[src/rtl/alu_md.sv]
// Registered ALU for the EX stage: single-cycle logic/arithmetic ops plus iterative
// shift-add multiply and restoring divide that produce a HI/LO result pair.
module alu_md #(
    parameter int WIDTH = 32
) (
    input  logic             clk,
    input  logic             reset,
    input  logic             start,
    input  logic [3:0]       aluCtr,
    input  logic [WIDTH-1:0] input1,
    input  logic [WIDTH-1:0] input2,
    output logic             ready,
    output logic             valid,
    output logic [WIDTH-1:0] aluRes,
    output logic [WIDTH-1:0] hi,
    output logic             zero,
    output logic             overflow,
    output logic             divZero
);

    localparam int CW = $clog2(WIDTH);

    typedef enum logic {
        IDLE,
        BUSY
    } state_t;

    state_t state, state_next;

    logic [CW-1:0]    count;
    logic             is_div;
    logic             neg_lo;
    logic             neg_hi;
    logic [WIDTH-1:0] acc_hi;
    logic [WIDTH-1:0] acc_lo;
    logic [WIDTH-1:0] opb;

    logic             accept;
    logic             multi_op;
    logic             div_op;
    logic             div_by_zero;
    logic             go_busy;
    logic             last_iter;
    logic             signed_op;
    logic             a_neg;
    logic             b_neg;
    logic [WIDTH-1:0] abs_a;
    logic [WIDTH-1:0] abs_b;

    logic [WIDTH-1:0] sum;
    logic [WIDTH-1:0] dif;
    logic [WIDTH-1:0] sc_res;
    logic             sc_ovf;

    logic [WIDTH:0]     add_sum;
    logic [WIDTH:0]     shifted;
    logic [WIDTH:0]     trial;
    logic [WIDTH-1:0]   next_hi;
    logic [WIDTH-1:0]   next_lo;
    logic [2*WIDTH-1:0] prod;
    logic [2*WIDTH-1:0] prod_fix;
    logic [WIDTH-1:0]   fin_hi;
    logic [WIDTH-1:0]   fin_lo;

    assign ready       = (state == IDLE);
    assign accept      = start && ready;
    assign multi_op    = (aluCtr[3:2] == 2'b10);
    assign div_op      = (aluCtr[3:1] == 3'b101);
    assign div_by_zero = div_op && (input2 == '0);
    assign go_busy     = accept && multi_op && !div_by_zero;
    assign last_iter   = (count == CW'(WIDTH - 1));

    // MIN negates to itself, which read unsigned is exactly its magnitude.
    assign signed_op = aluCtr[0];
    assign a_neg     = signed_op && input1[WIDTH-1];
    assign b_neg     = signed_op && input2[WIDTH-1];
    assign abs_a     = a_neg ? -input1 : input1;
    assign abs_b     = b_neg ? -input2 : input2;

    assign sum = input1 + input2;
    assign dif = input1 - input2;

    always_comb begin
        sc_res = '0;
        sc_ovf = 1'b0;
        case (aluCtr)
            4'b0000: sc_res = input1 & input2;
            4'b0001: sc_res = input1 | input2;
            4'b0011: sc_res = input1 ^ input2;
            4'b1100: sc_res = ~(input1 | input2);
            4'b0010: begin
                sc_res = sum;
                sc_ovf = (input1[WIDTH-1] == input2[WIDTH-1]) && (sum[WIDTH-1] != input1[WIDTH-1]);
            end
            4'b0110: begin
                sc_res = dif;
                sc_ovf = (input1[WIDTH-1] != input2[WIDTH-1]) && (dif[WIDTH-1] != input1[WIDTH-1]);
            end
            4'b0111: sc_res = {{(WIDTH-1){1'b0}}, ($signed(input1) < $signed(input2))};
            default: ;
        endcase
    end

    // acc_hi/acc_lo hold the running product for multiply and remainder/quotient for divide.
    always_comb begin
        add_sum = {1'b0, acc_hi} + (acc_lo[0] ? {1'b0, opb} : '0);
        shifted = {acc_hi, acc_lo[WIDTH-1]};
        trial   = shifted - {1'b0, opb};
        if (is_div) begin
            if (!trial[WIDTH]) begin
                next_hi = trial[WIDTH-1:0];
                next_lo = {acc_lo[WIDTH-2:0], 1'b1};
            end else begin
                next_hi = shifted[WIDTH-1:0];
                next_lo = {acc_lo[WIDTH-2:0], 1'b0};
            end
        end else begin
            next_hi = add_sum[WIDTH:1];
            next_lo = {add_sum[0], acc_lo[WIDTH-1:1]};
        end
    end

    always_comb begin
        prod     = {next_hi, next_lo};
        prod_fix = neg_lo ? -prod : prod;
        if (is_div) begin
            fin_lo = neg_lo ? -next_lo : next_lo;
            fin_hi = neg_hi ? -next_hi : next_hi;
        end else begin
            fin_lo = prod_fix[WIDTH-1:0];
            fin_hi = prod_fix[2*WIDTH-1:WIDTH];
        end
    end

    always_ff @(posedge clk) begin
        if (reset) state <= IDLE;
        else       state <= state_next;
    end

    always_comb begin
        state_next = state;
        case (state)
            IDLE:    if (go_busy) state_next = BUSY;
            BUSY:    if (last_iter) state_next = IDLE;
            default: state_next = IDLE;
        endcase
    end

    always_ff @(posedge clk) begin
        if (reset) begin
            count    <= '0;
            is_div   <= 1'b0;
            neg_lo   <= 1'b0;
            neg_hi   <= 1'b0;
            acc_hi   <= '0;
            acc_lo   <= '0;
            opb      <= '0;
            aluRes   <= '0;
            hi       <= '0;
            zero     <= 1'b0;
            overflow <= 1'b0;
            divZero  <= 1'b0;
            valid    <= 1'b0;
        end else begin
            valid <= 1'b0;
            if (state == IDLE && accept) begin
                if (go_busy) begin
                    count  <= '0;
                    is_div <= div_op;
                    neg_lo <= a_neg ^ b_neg;
                    neg_hi <= a_neg;
                    acc_hi <= '0;
                    acc_lo <= abs_a;
                    opb    <= abs_b;
                end else if (div_by_zero) begin
                    aluRes   <= '1;
                    hi       <= input1;
                    zero     <= 1'b0;
                    overflow <= 1'b0;
                    divZero  <= 1'b1;
                    valid    <= 1'b1;
                end else begin
                    aluRes   <= sc_res;
                    hi       <= '0;
                    zero     <= (sc_res == '0);
                    overflow <= sc_ovf;
                    divZero  <= 1'b0;
                    valid    <= 1'b1;
                end
            end else if (state == BUSY) begin
                acc_hi <= next_hi;
                acc_lo <= next_lo;
                count  <= count + CW'(1);
                if (last_iter) begin
                    aluRes   <= fin_lo;
                    hi       <= fin_hi;
                    zero     <= (fin_lo == '0);
                    overflow <= 1'b0;
                    divZero  <= 1'b0;
                    valid    <= 1'b1;
                end
            end
        end
    end

endmodule

[config.mk]
export PLATFORM = sky130hd
export DESIGN_NAME = alu_md
export DESIGN_NICKNAME = d
export VERILOG_FILES = /design/src/rtl/alu_md.sv
export SDC_FILE = /design/constraint.sdc
export NUM_CORES = 1
export LEC_CHECK = 0
export CAP_MARGIN = 20
export CORE_ASPECT_RATIO = 0.7
export CORE_MARGIN = 2
export CORE_UTILIZATION = 40
export CTS_CLUSTER_DIAMETER = 30
export DETAILED_ROUTE_END_ITERATION = 8
export GPL_ROUTABILITY_DRIVEN = 0
export SYNTH_ARGS = -nofsm -noshare
export SYNTH_HDL_FRONTEND = slang
export SYNTH_SLANG_ARGS = --single-unit
export TNS_END_PERCENT = 1
[constraint.sdc]
create_clock -name clk -period 7.55 [get_ports clk]
set_input_delay 1.1325 -clock clk [delete_from_list [all_inputs] [get_ports clk]]
set_output_delay 1.1325 -clock clk [all_outputs]
set_load 0.05 [all_outputs]
==> results.ini <==
[outcome]
status=finished clean

[run]
cap_viol_max_count=0

[clock_network]
h-tree-depth=4
cts_max_path_buffers=2
cts.root.buffer_cell=sky130_fd_sc_hd__clkbuf_16
cts_repair_resize_count=0
postCtsSetupBuffers=0
clkSinkCount=173
worst_setup_hold_path_clk_slew_ps=80
cts_hold_buffers=0
worstSkewPairLatency_ps=470
tritoncts=done
cts_buffers=17

[floorplanning]
initial_core_util_pct=40.64
floorplan.die.height_um=197.2
die_outline_width_um=279.9
placement_rows=70
pin_count=140
die_area_um2=55190
placeableCoreArea_um2=52460

[worst_setup_path]
criticalPathCategory=primary input to register
start_kind=primary input
crit_path_end_kind=register
cp.arrival_ps=6560
cp_max_fo=20
required_time_at_the_worst_slack_endpoint_ps=7970

[sta]
postLayoutSetupSlackWorst_ps=1409
setup_violations=0
timing.final.hold_violations=0
finalCriticalPeriod_ps=6141
maxSlewHeadroom_pct=13.71
finalMaxSlewViolations=0
timing.final.crit_share_pct=81.34
rsz0062_at_grt=no
timing_worst_slew_pin_value_ps=1290
timing.setup.tns_ps=0
clock.fmax_mhz=162.8
final_setup_skew_ps=18.25

[synth]
synth_top_family_by_area=compound AO/OA/AOI/OAI gates
synth_cells=3061
synth_mux_area_share_pct=3.451
count_of_synthesis_stage_warnings_from_yosys=0
synth_fa_ha_area_share_pct=10.06
synth_area_um2=21320
syn_avg_cell_area_um2=6.965
netlist-cell-type-count=87
synth.yosys.seq_area_share_pct=16.25
post_synth_and_or_nand_nor_area_fraction_pct=24.62
ys_ff_latch=173
synthFlopType=sky130_fd_sc_hd__dfxtp_1
synthArstFlopShare_pct=0
post_synth_edffs=0
synth-compound-area-share_pct=32.99
post_synth_xor_area_fraction_pct=6.409
synth_fp_nets=3301

[power]
p_per_area_nw_per_um2=145.4
leakagePower_nw=9.391
power.ir.vdd_worst_v=0.0001698

[min_path]
path_class_of_the_lowest_slack_min_delay_path=register to register

[cells_and_area]
final_layout_size_suffix_gt1_share_pct=5.236
num-nets-final=3321
area_growth_syn_to_layout_pct=12.27
final_common_cell=sky130_fd_sc_hd__nor2_1
mostFrequentLayoutCells=373 x sky130_fd_sc_hd__nor2_1, 310 x sky130_fd_sc_hd__a21oi_1, 251 x sky130_fd_sc_hd__nand2_1

[route]
firstDrtPassIters=9
routed_wl_per_cell_um=26.16
wl_um=98850
drt_iter0_drc=4409
detail-route-antenna-nets=0
dr_total_vias=25600
route.detailed.vias_per_inst=6.775
route.detailed.drc=0

[placed_design]
port_buffers=139
dpl_worst_slack_ps=1105
dp.final_hpwl_um=77460

[global_route]
first_pass_grt_wire_length_um=145500
vias_in_the_first_global_route=22680
grtUsageTotal_pct=34.48
globalRoute.totalOverflow=0
largest_net_degree_at_the_start_of_global_routing=111
antenna_found_initial=2

registers in the layout (all words and copies together), names as in the netlist:
| name | cells |
|---|---|
| acc_hi | 32 |
| acc_lo | 32 |
| aluRes | 32 |
| count | 5 |
| divZero | 1 |
| hi | 32 |
| is_div | 1 |
| neg_hi | 1 |
| neg_lo | 1 |
| opb | 32 |
| overflow | 1 |
| state | 1 |
| valid | 1 |
| zero | 1 |
stage by stage:
| stage | std cells | util (%) | hold WS, ps | power, mW | cell area [um^2] |
|---|---|---|---|---|---|
| 6_report | 3779 | 45.62 | 452.8 | 3.481 | 23940 |
| 5_1_grt | 3778 | 45.62 | 481.4 | 3.604 | 23930 |
| 3_5_place_dp | 3744 | 44.41 | 442.6 | 2.460 | 23300 |
| 2_1_floorplan | 3061 | - | 440.3 | 1.935 | 21320 |
| 3_3_place_gp | 3743 | 44.40 | 443.8 | 2.447 | 23290 |
| 4_1_cts | 3776 | 45.58 | 453.0 | 3.410 | 23910 |
power breakdown:
group | switching, mW | internal, mW | leakage (nW)
clock | 0.413 | 0.541 | 0.289
combinational | 1.03 | 0.485 | 7.69
sequential | 0.0557 | 0.957 | 1.41
total | 1.50 | 1.98 | 9.39
layer usage:
| metal | vias to the layer above | GRT usage (%) | wire length (um) |
|---|---|---|---|
| met2 | 1869 | 45.87 | 37120 |
| met3 | 204 | 14.70 | 16290 |
| met4 | 0 | 8.041 | 2682 |
| met1 | 12160 | 50.07 | 42760 |
| met5 | - | 0 | 0 |
| li1 | 11380 | - | - |
worst paths after layout:
kind,start,end,slack [ps],cells after the start
worst max-delay path,input2[1],zero$_SDFFE_PP0P_,1410,16
worst min-delay path,aluRes[22]$_SDFFE_PP0P_,aluRes[22]$_SDFFE_PP0P_,450,2
worst max register to register,acc_lo[31]$_SDFFE_PP0P_,hi[25]$_SDFFE_PP0P_,1420,18
worst min register to register,aluRes[22]$_SDFFE_PP0P_,aluRes[22]$_SDFFE_PP0P_,450,2
cell type report:
cell class / instances / area (um^2)
fillers: 5330 / 28530
multi-input cells: 2536 / 16600
flip-flops and latches: 173 / 3468
repair buffers: 188 / 1773
well taps: 684 / 855.8
inverters: 165 / 619.3
clock buffers: 20 / 456.7
clock inverters: 12 / 160.2
diodes: 1 / 2.502
critical path, cell delays in order:
cell and delay, ps:
sky130_fd_sc_hd__clkdlybuf4s50_1 520, sky130_fd_sc_hd__inv_1 230, sky130_fd_sc_hd__ha_1 210, sky130_fd_sc_hd__nor3b_1 360
sky130_fd_sc_hd__nand4_1 450, sky130_fd_sc_hd__or4_1 810, sky130_fd_sc_hd__o31ai_4 230, sky130_fd_sc_hd__buf_4 290
sky130_fd_sc_hd__nor3b_2 140, sky130_fd_sc_hd__or3_1 410, sky130_fd_sc_hd__or4_1 480, sky130_fd_sc_hd__or4_1 500
sky130_fd_sc_hd__nor4b_2 230, sky130_fd_sc_hd__nand4_1 150, sky130_fd_sc_hd__nor4b_2 250, sky130_fd_sc_hd__a211o_1 130
synthesized netlist by cell type, types with 25 or more instances:
master | count | area share [%]
sky130_fd_sc_hd__a31oi_1 | 51 | 1.5
sky130_fd_sc_hd__and3_1 | 42 | 1.2
sky130_fd_sc_hd__nand2b_1 | 27 | 0.79
sky130_fd_sc_hd__ha_1 | 165 | 9.7
sky130_fd_sc_hd__a211oi_1 | 107 | 3.8
sky130_fd_sc_hd__o31ai_1 | 39 | 1.4
sky130_fd_sc_hd__nor3_1 | 80 | 1.9
sky130_fd_sc_hd__and2_1 | 53 | 1.6
sky130_fd_sc_hd__nor2_1 | 376 | 6.6
sky130_fd_sc_hd__a221oi_1 | 30 | 1.2
sky130_fd_sc_hd__nor4_1 | 28 | 0.82
sky130_fd_sc_hd__o21ai_0 | 132 | 3.1
sky130_fd_sc_hd__inv_1 | 164 | 2.9
sky130_fd_sc_hd__mux2_2 | 28 | 1.5
sky130_fd_sc_hd__o211ai_1 | 38 | 1.3
sky130_fd_sc_hd__a21oi_1 | 310 | 7.3
sky130_fd_sc_hd__clkbuf_1 | 165 | 2.9
sky130_fd_sc_hd__nand2_1 | 252 | 4.4
sky130_fd_sc_hd__or3_1 | 25 | 0.73
sky130_fd_sc_hd__nor2b_1 | 25 | 0.73
sky130_fd_sc_hd__nand4_1 | 42 | 1.2
sky130_fd_sc_hd__dfxtp_1 | 173 | 16
sky130_fd_sc_hd__a21o_1 | 42 | 1.5
sky130_fd_sc_hd__a22oi_1 | 27 | 0.95
sky130_fd_sc_hd__mux2i_1 | 42 | 2.0
sky130_fd_sc_hd__xor2_1 | 43 | 1.8
sky130_fd_sc_hd__nand3_1 | 75 | 1.8
sky130_fd_sc_hd__xnor2_1 | 113 | 4.6
logic make-up after synthesis:
logic type                 Yosys count
adders and majority gates          169
buffers and inverters              352
and+or+nand+nor                   1098
AOI/OAI and AO/OA                 1043
muxes                               70
xor gates and xnor gates           156
DFF                                173
(Power assumes the default switching activity.)
